`config.mk`:
```
export PLATFORM = sky130hd
export DESIGN_NAME = audio_event_scheduler
export DESIGN_NICKNAME = d
export VERILOG_FILES = /design/src/rtl/audio_event_scheduler.sv
export SDC_FILE = /design/constraint.sdc
export NUM_CORES = 1
export LEC_CHECK = 0
export CELL_PAD_IN_SITES_DETAIL_PLACEMENT = 1
export CELL_PAD_IN_SITES_GLOBAL_PLACEMENT = 2
export CORE_ASPECT_RATIO = 1.4
export CORE_MARGIN = 2
export CORE_UTILIZATION = 30
export DETAILED_ROUTE_END_ITERATION = 8
export PLACE_DENSITY_LB_ADDON = 0.3
export SLEW_MARGIN = 10
export SYNTH_ARGS = -nofsm -noshare
export SYNTH_HDL_FRONTEND = slang
export SYNTH_SLANG_ARGS = --single-unit
```
`constraint.sdc`:
```
create_clock -name clk -period 7.23 [get_ports clk]
set_input_delay 1.0845 -clock clk [delete_from_list [all_inputs] [get_ports clk]]
set_output_delay 1.0845 -clock clk [all_outputs]
set_load 0.01 [all_outputs]
```
`src/rtl/audio_event_scheduler.sv`:
```
// audio_event_scheduler
// Arbitrates game/keyboard sound requests and plays short jingles into the
// tone generator's prescale input. Time advances on startOfFrame ticks.
// Requests that arrive during playback are latched and served afterwards,
// lowest request index first, so nothing is lost.
module audio_event_scheduler #(
  parameter int unsigned NOTE_FRAMES = 2,  // frames each note sounds (1..255)
  parameter int unsigned GAP_FRAMES  = 1   // silent frames between notes (0..255)
) (
  input  logic       clk,
  input  logic       resetN,
  input  logic       startOfFrame,
  input  logic       soundEnable,
  input  logic [5:0] audioRequest,
  output logic [9:0] preScaleValue,
  output logic       busy,
  output logic [2:0] activeEvent,
  output logic       eventDone
);

  localparam logic [7:0] NOTE_LOAD = NOTE_FRAMES[7:0];
  localparam logic [7:0] GAP_LOAD  = GAP_FRAMES[7:0];
  localparam logic [2:0] NO_EVENT  = 3'd7;

  typedef enum logic [1:0] {
    IDLE = 2'd0,
    NOTE = 2'd1,
    GAP  = 2'd2
  } stateT;

  stateT       stateReg;
  logic [5:0]  pendingReg;
  logic [5:0]  pendingNext;
  logic [7:0]  frameCnt;
  logic [1:0]  noteIdx;

  logic [5:0]  candidate;
  logic [5:0]  grantOneHot;
  logic [2:0]  grantIdx;
  logic        anyCandidate;
  logic        grantFire;
  logic [1:0]  nextIdx;
  logic        atLastNote;

  // Jingle note table: event index and note index to prescale value.
  function automatic logic [9:0] noteRom(input logic [2:0] ev, input logic [1:0] idx);
    logic [9:0] val;
    val = 10'h000;
    case ({ev, idx})
      {3'd0, 2'd0}: val = 10'h0DD;
      {3'd0, 2'd1}: val = 10'h0F9;
      {3'd0, 2'd2}: val = 10'h128;
      {3'd1, 2'd0}: val = 10'h117;
      {3'd2, 2'd0}: val = 10'h18B;
      {3'd3, 2'd0}: val = 10'h175;
      {3'd3, 2'd1}: val = 10'h128;
      {3'd3, 2'd2}: val = 10'h0F9;
      {3'd4, 2'd0}: val = 10'h14C;
      {3'd5, 2'd0}: val = 10'h128;
      default:      val = 10'h000;
    endcase
    return val;
  endfunction

  // Index of the final note of each jingle.
  function automatic logic [1:0] lastNoteIdx(input logic [2:0] ev);
    logic [1:0] idx;
    idx = 2'd0;
    case (ev)
      3'd0:    idx = 2'd2;
      3'd3:    idx = 2'd2;
      default: idx = 2'd0;
    endcase
    return idx;
  endfunction

  // Requests seen this clock count as candidates immediately, so an idle
  // scheduler answers on the very edge that samples the strobe.
  assign candidate    = pendingReg | audioRequest;
  assign anyCandidate = |candidate;
  assign grantFire    = soundEnable && (stateReg == IDLE) && anyCandidate;

  // Fixed-priority pick: a bit wins only if no lower-index bit is set.
  genvar gi;
  generate
    for (gi = 0; gi < 6; gi++) begin : gPriority
      if (gi == 0) begin : gFirst
        assign grantOneHot[gi] = candidate[gi];
      end else begin : gRest
        assign grantOneHot[gi] = candidate[gi] & ~(|candidate[gi-1:0]);
      end
    end
  endgenerate

  // Convert the one-hot grant into the event index.
  always_comb begin
    grantIdx = 3'd0;
    for (int i = 0; i < 6; i++) begin
      if (grantOneHot[i]) grantIdx = 3'(i);
    end
  end

  // Pending bits accumulate requests; the granted bit drops on its grant
  // edge even if it is re-requested then, and muting wipes everything.
  generate
    for (gi = 0; gi < 6; gi++) begin : gPending
      assign pendingNext[gi] = soundEnable & candidate[gi] & ~(grantFire & grantOneHot[gi]);
    end
  endgenerate

  assign nextIdx    = noteIdx + 2'd1;
  assign atLastNote = (noteIdx == lastNoteIdx(activeEvent));

  // Sequencer: grants in IDLE, times notes and gaps on frame ticks.
  always_ff @(posedge clk or negedge resetN) begin
    if (!resetN) begin
      stateReg      <= IDLE;
      pendingReg    <= 6'd0;
      preScaleValue <= 10'd0;
      busy          <= 1'b0;
      activeEvent   <= NO_EVENT;
      eventDone     <= 1'b0;
      frameCnt      <= 8'd0;
      noteIdx       <= 2'd0;
    end else begin
      eventDone  <= 1'b0;
      pendingReg <= pendingNext;
      if (!soundEnable) begin
        stateReg      <= IDLE;
        preScaleValue <= 10'd0;
        busy          <= 1'b0;
        activeEvent   <= NO_EVENT;
        frameCnt      <= 8'd0;
        noteIdx       <= 2'd0;
      end else begin
        case (stateReg)
          IDLE: begin
            if (anyCandidate) begin
              // A frame tick on this edge is deliberately not counted.
              stateReg      <= NOTE;
              busy          <= 1'b1;
              activeEvent   <= grantIdx;
              noteIdx       <= 2'd0;
              preScaleValue <= noteRom(grantIdx, 2'd0);
              frameCnt      <= NOTE_LOAD;
            end
          end
          NOTE: begin
            if (startOfFrame) begin
              if (frameCnt == 8'd1) begin
                if (atLastNote) begin
                  stateReg      <= IDLE;
                  preScaleValue <= 10'd0;
                  busy          <= 1'b0;
                  activeEvent   <= NO_EVENT;
                  eventDone     <= 1'b1;
                  frameCnt      <= 8'd0;
                  noteIdx       <= 2'd0;
                end else if (GAP_FRAMES > 0) begin
                  stateReg      <= GAP;
                  preScaleValue <= 10'd0;
                  frameCnt      <= GAP_LOAD;
                end else begin
                  noteIdx       <= nextIdx;
                  preScaleValue <= noteRom(activeEvent, nextIdx);
                  frameCnt      <= NOTE_LOAD;
                end
              end else begin
                frameCnt <= frameCnt - 8'd1;
              end
            end
          end
          GAP: begin
            if (startOfFrame) begin
              if (frameCnt == 8'd1) begin
                stateReg      <= NOTE;
                noteIdx       <= nextIdx;
                preScaleValue <= noteRom(activeEvent, nextIdx);
                frameCnt      <= NOTE_LOAD;
              end else begin
                frameCnt <= frameCnt - 8'd1;
              end
            end
          end
          default: begin
            stateReg      <= IDLE;
            preScaleValue <= 10'd0;
            busy          <= 1'b0;
            activeEvent   <= NO_EVENT;
          end
        endcase
      end
    end
  end

endmodule

```
==> impl_metrics.toml <==
[final_layout]
drive_above_1_share_pct = 10.4
nFillCells = 811
area_growth_pct = 17.0
n_antenna_cell = 0
final_nets = 269
instances_no_fill = 346
final_common_cell = "dfrtp_1"
mostFrequentLayoutCells = "dfrtp_1 (29), nor2_1 (25), clkdlybuf4s50_1 (23)"

[sta]
fmax_mhz = 304
rsz0062_at_grt = "no"
finClkSkew_ns = 0.00397
slew_violations = 0
setup_viol = 0
max-slew-margin-rel_pct = 55.8
tns_ns = 0
min_period_ns = 3.29
final.period_utilization_pct = 45.6
final-hold-violation-count = 0
worstMarginPinSlew_ns = 0.646

[placed_design]
dpl.hpwl_mm = 4.50
dp.cells = 338
portBuffers = 23
place_congestion = 0.776

[worst_setup_path]
crit_required_ns = 7.40
critPathMaxFanout = 18
reg2reg_slack_ns = 4.44
startpoint = "audioRequest[2]"
endpoint_kind = "flop"
crit_type = "input port to flop"
crit_chain = "clkdlybuf4s50_1, or4_1, or4_4, a21bo_4, nor2_4, a22o_1"
rr_worst_depth = 7
rr_endpoint = "busy$_DFFE_PN0P_"
cp-start-kind = "input port"
cp_slowest_cell = "or4_1"
slowest_delay_ns = 0.67
crit_end = "preScaleValue[5]$_DFFE_PN0P_"
regToRegStartpoint = "stateReg[0]$_DFFE_PN0P_"
worstPathArrival_ns = 3.46

[logic_synthesis]
yosysWarnings = 0
synth-compound-area-share_pct = 21.0
synth_edf_count = 0
synth_top_family_by_area = "simple AND/OR/NAND/NOR gates"
yosys.area.top_type_share_pct = 34.2
async_reset_ff_share_pct = 100
synth.avg_cell_area_um2 = 9.07
synthTopCellsByArea = "dfrtp_1 (34%), ha_1 (5.3%), nor2_1 (4.4%), dfstp_2 (3.7%), nand2_1 (3.2%)"
synth-simple-area-share_pct = 21.5
synthMuxAreaShare_pct = 4.54
synthesis.instances = 234
synth_fa_ha_area_share_pct = 5.31
syn-cell-area_mm2 = 0.00212
syn_nets = 253
synth_cell_types = 59
ys_seq_area_share_pct = 37.9
synthFlopType = "dfrtp_1"
synth_seq_cells = 32
synth_largest_area_cell = "dfrtp_1"
synthXorXnorAreaFrac_pct = 3.30

[run_status]
status = "completed"

[power]
p_clk_share_pct = 20.0
p_per_area_mw_per_mm2 = 308
leakage_nw = 1.05
p_int_mw = 0.466
p_seq_share_pct = 36.9
p_comb_share_pct = 43.1
power_switching_mw = 0.299
peakVddDrop_uv = 142
p_sw_share_pct = 39.1

[floorplanning]
chipWidth_um = 75.1
dieArea_mm2 = 0.00777
ios = 25
num_rows = 36
start_util_pct = 30.8
coreArea_mm2 = 0.00689
die_y_um = 104

[flow_run]
max_cap_violations = 0

[grt]
grt_max_degree = 33
antenna_found_initial = 0
grt_pass1_wl_mm = 9.84
grt_pass1_vias = 1938
grt.overflow.total = 0
track_usage_pct = 16.6

[cts]
h-tree-depth = 2
path_clk_slew_ns = 0.07
cts_hold_buffers = 0
cts_resized = 0
insertion_delay_ns = 0.28
cts_buffers = 5
cts_tree = "yes"
clock_sinks = 32
post-cts-setup-buffer-count = 0
cts_max_path_buffers = 2
clock-root-buffer = "clkbuf_8"

[drt]
drc = 0
drtAntennaViolNets = 0
viasPerCell = 5.24
drt_wl_total_mm = 5.91
vias = 1812
wl_per_cell_um = 17.1
drt_iter0_markers = 96
firstDrtPassIters = 4

[min_path]
hold_path_class = "flop to flop"
-- final cells by class --
cell class,count,area (um^2),area share (%)
Clock buffer,8,100,4.03
Inverter,10,37.5,1.51
Multi-Input combinational cell,177,1180,47.7
Sequential cell,32,805,32.4
Tap cell,95,119,4.79
Timing Repair Buffer,24,238,9.58
-- power by group through the flow --
stage	clock network, mW	registers, mW	logic [mW]
after global routing	0.164	0.291	0.372
after CTS	0.159	0.283	0.335
after floorplan	0	0.265	0.246
after detailed placement	0	0.285	0.332
final	0.153	0.282	0.330
after global placement	0	0.284	0.331
-- synthesized netlist by cell type, types with 2 or more instances --
cell type and number:
and2_1 2, mux2_2 5, and3_1 3, nand4_1 3, nand3_1 8, nor4_1 4
nor2b_1 4, o211ai_1 2, a211oi_1 5, mux2i_1 4, a21oi_1 7, xor2_1 6
o31ai_1 4, nor2_1 25, o32ai_1 2, o21ai_0 11, nand2_1 18, clkbuf_1 9
dfrtp_1 29, or2_2 3, inv_1 9, a21o_1 3, xnor2_1 2, o41ai_1 3
a31oi_1 4, or4_1 4, nor3_1 8, a22o_1 6, ha_1 9, dfstp_2 3
-- flip-flops by register name, indices dropped and copies added (netlist names) --
signal	cells
activeEvent	3
busy	1
eventDone	1
frameCnt	8
noteIdx	2
pendingReg	6
preScaleValue	9
stateReg	2
-- how the worst min path moves through the flow --
| stage | startpoint | endpoint | depth (start not counted) |
|---|---|---|---|
| final | preScaleValue[4]$_DFFE_PN0P_ | preScaleValue[4]$_DFFE_PN0P_ | 1 |
| after global routing | preScaleValue[4]$_DFFE_PN0P_ | preScaleValue[4]$_DFFE_PN0P_ | 1 |
| after CTS | preScaleValue[4]$_DFFE_PN0P_ | preScaleValue[4]$_DFFE_PN0P_ | 1 |
| after detailed placement | preScaleValue[4]$_DFFE_PN0P_ | preScaleValue[4]$_DFFE_PN0P_ | 1 |
| after global placement | preScaleValue[4]$_DFFE_PN0P_ | preScaleValue[4]$_DFFE_PN0P_ | 1 |
| after floorplan | stateReg[1]$_DFFE_PN0P_ | stateReg[1]$_DFFE_PN0P_ | 2 |
-- critical path, delay by kind of cell --
family,cells,cell delay [ns]
compound gates,2,0.56
buf+inv,1,0.44
simple gates,3,1.37
-- logic make-up (layout without fill, tap and decap cells) --
group,count (synthesis),after routing
and+or+nand+nor,89,89
AOI/OAI and AO/OA,61,61
DFF,32,32
buffers and inverters,25,42
adders and majority gates,9,9
muxes,9,9
xor gates and xnor gates,8,8
other,1,1
-- through the flow --
stage | hold slack, ns | power (mW) | area [um^2] | setup WS, ns | util (%)
floorplan | 0.489 | 0.511 | 2120 | 4.22 | -
global placement | 0.468 | 0.615 | 2380 | 3.69 | 34.6
detailed placement | 0.472 | 0.618 | 2380 | 3.64 | 34.6
CTS | 0.487 | 0.776 | 2480 | 3.95 | 36.0
global route | 0.524 | 0.828 | 2480 | 3.83 | 36.0
finish | 0.478 | 0.765 | 2480 | 3.94 | 36.0
-- per-layer routing --
layer	track usage [%]	share of wire (%)	up-vias
met5	0	0	-
met4	6.63	2.6	0
met3	2.72	1.9	11
met2	29.6	55	29
li1	-	-	882
met1	18.9	41	890
(Power assumes the default switching activity.)
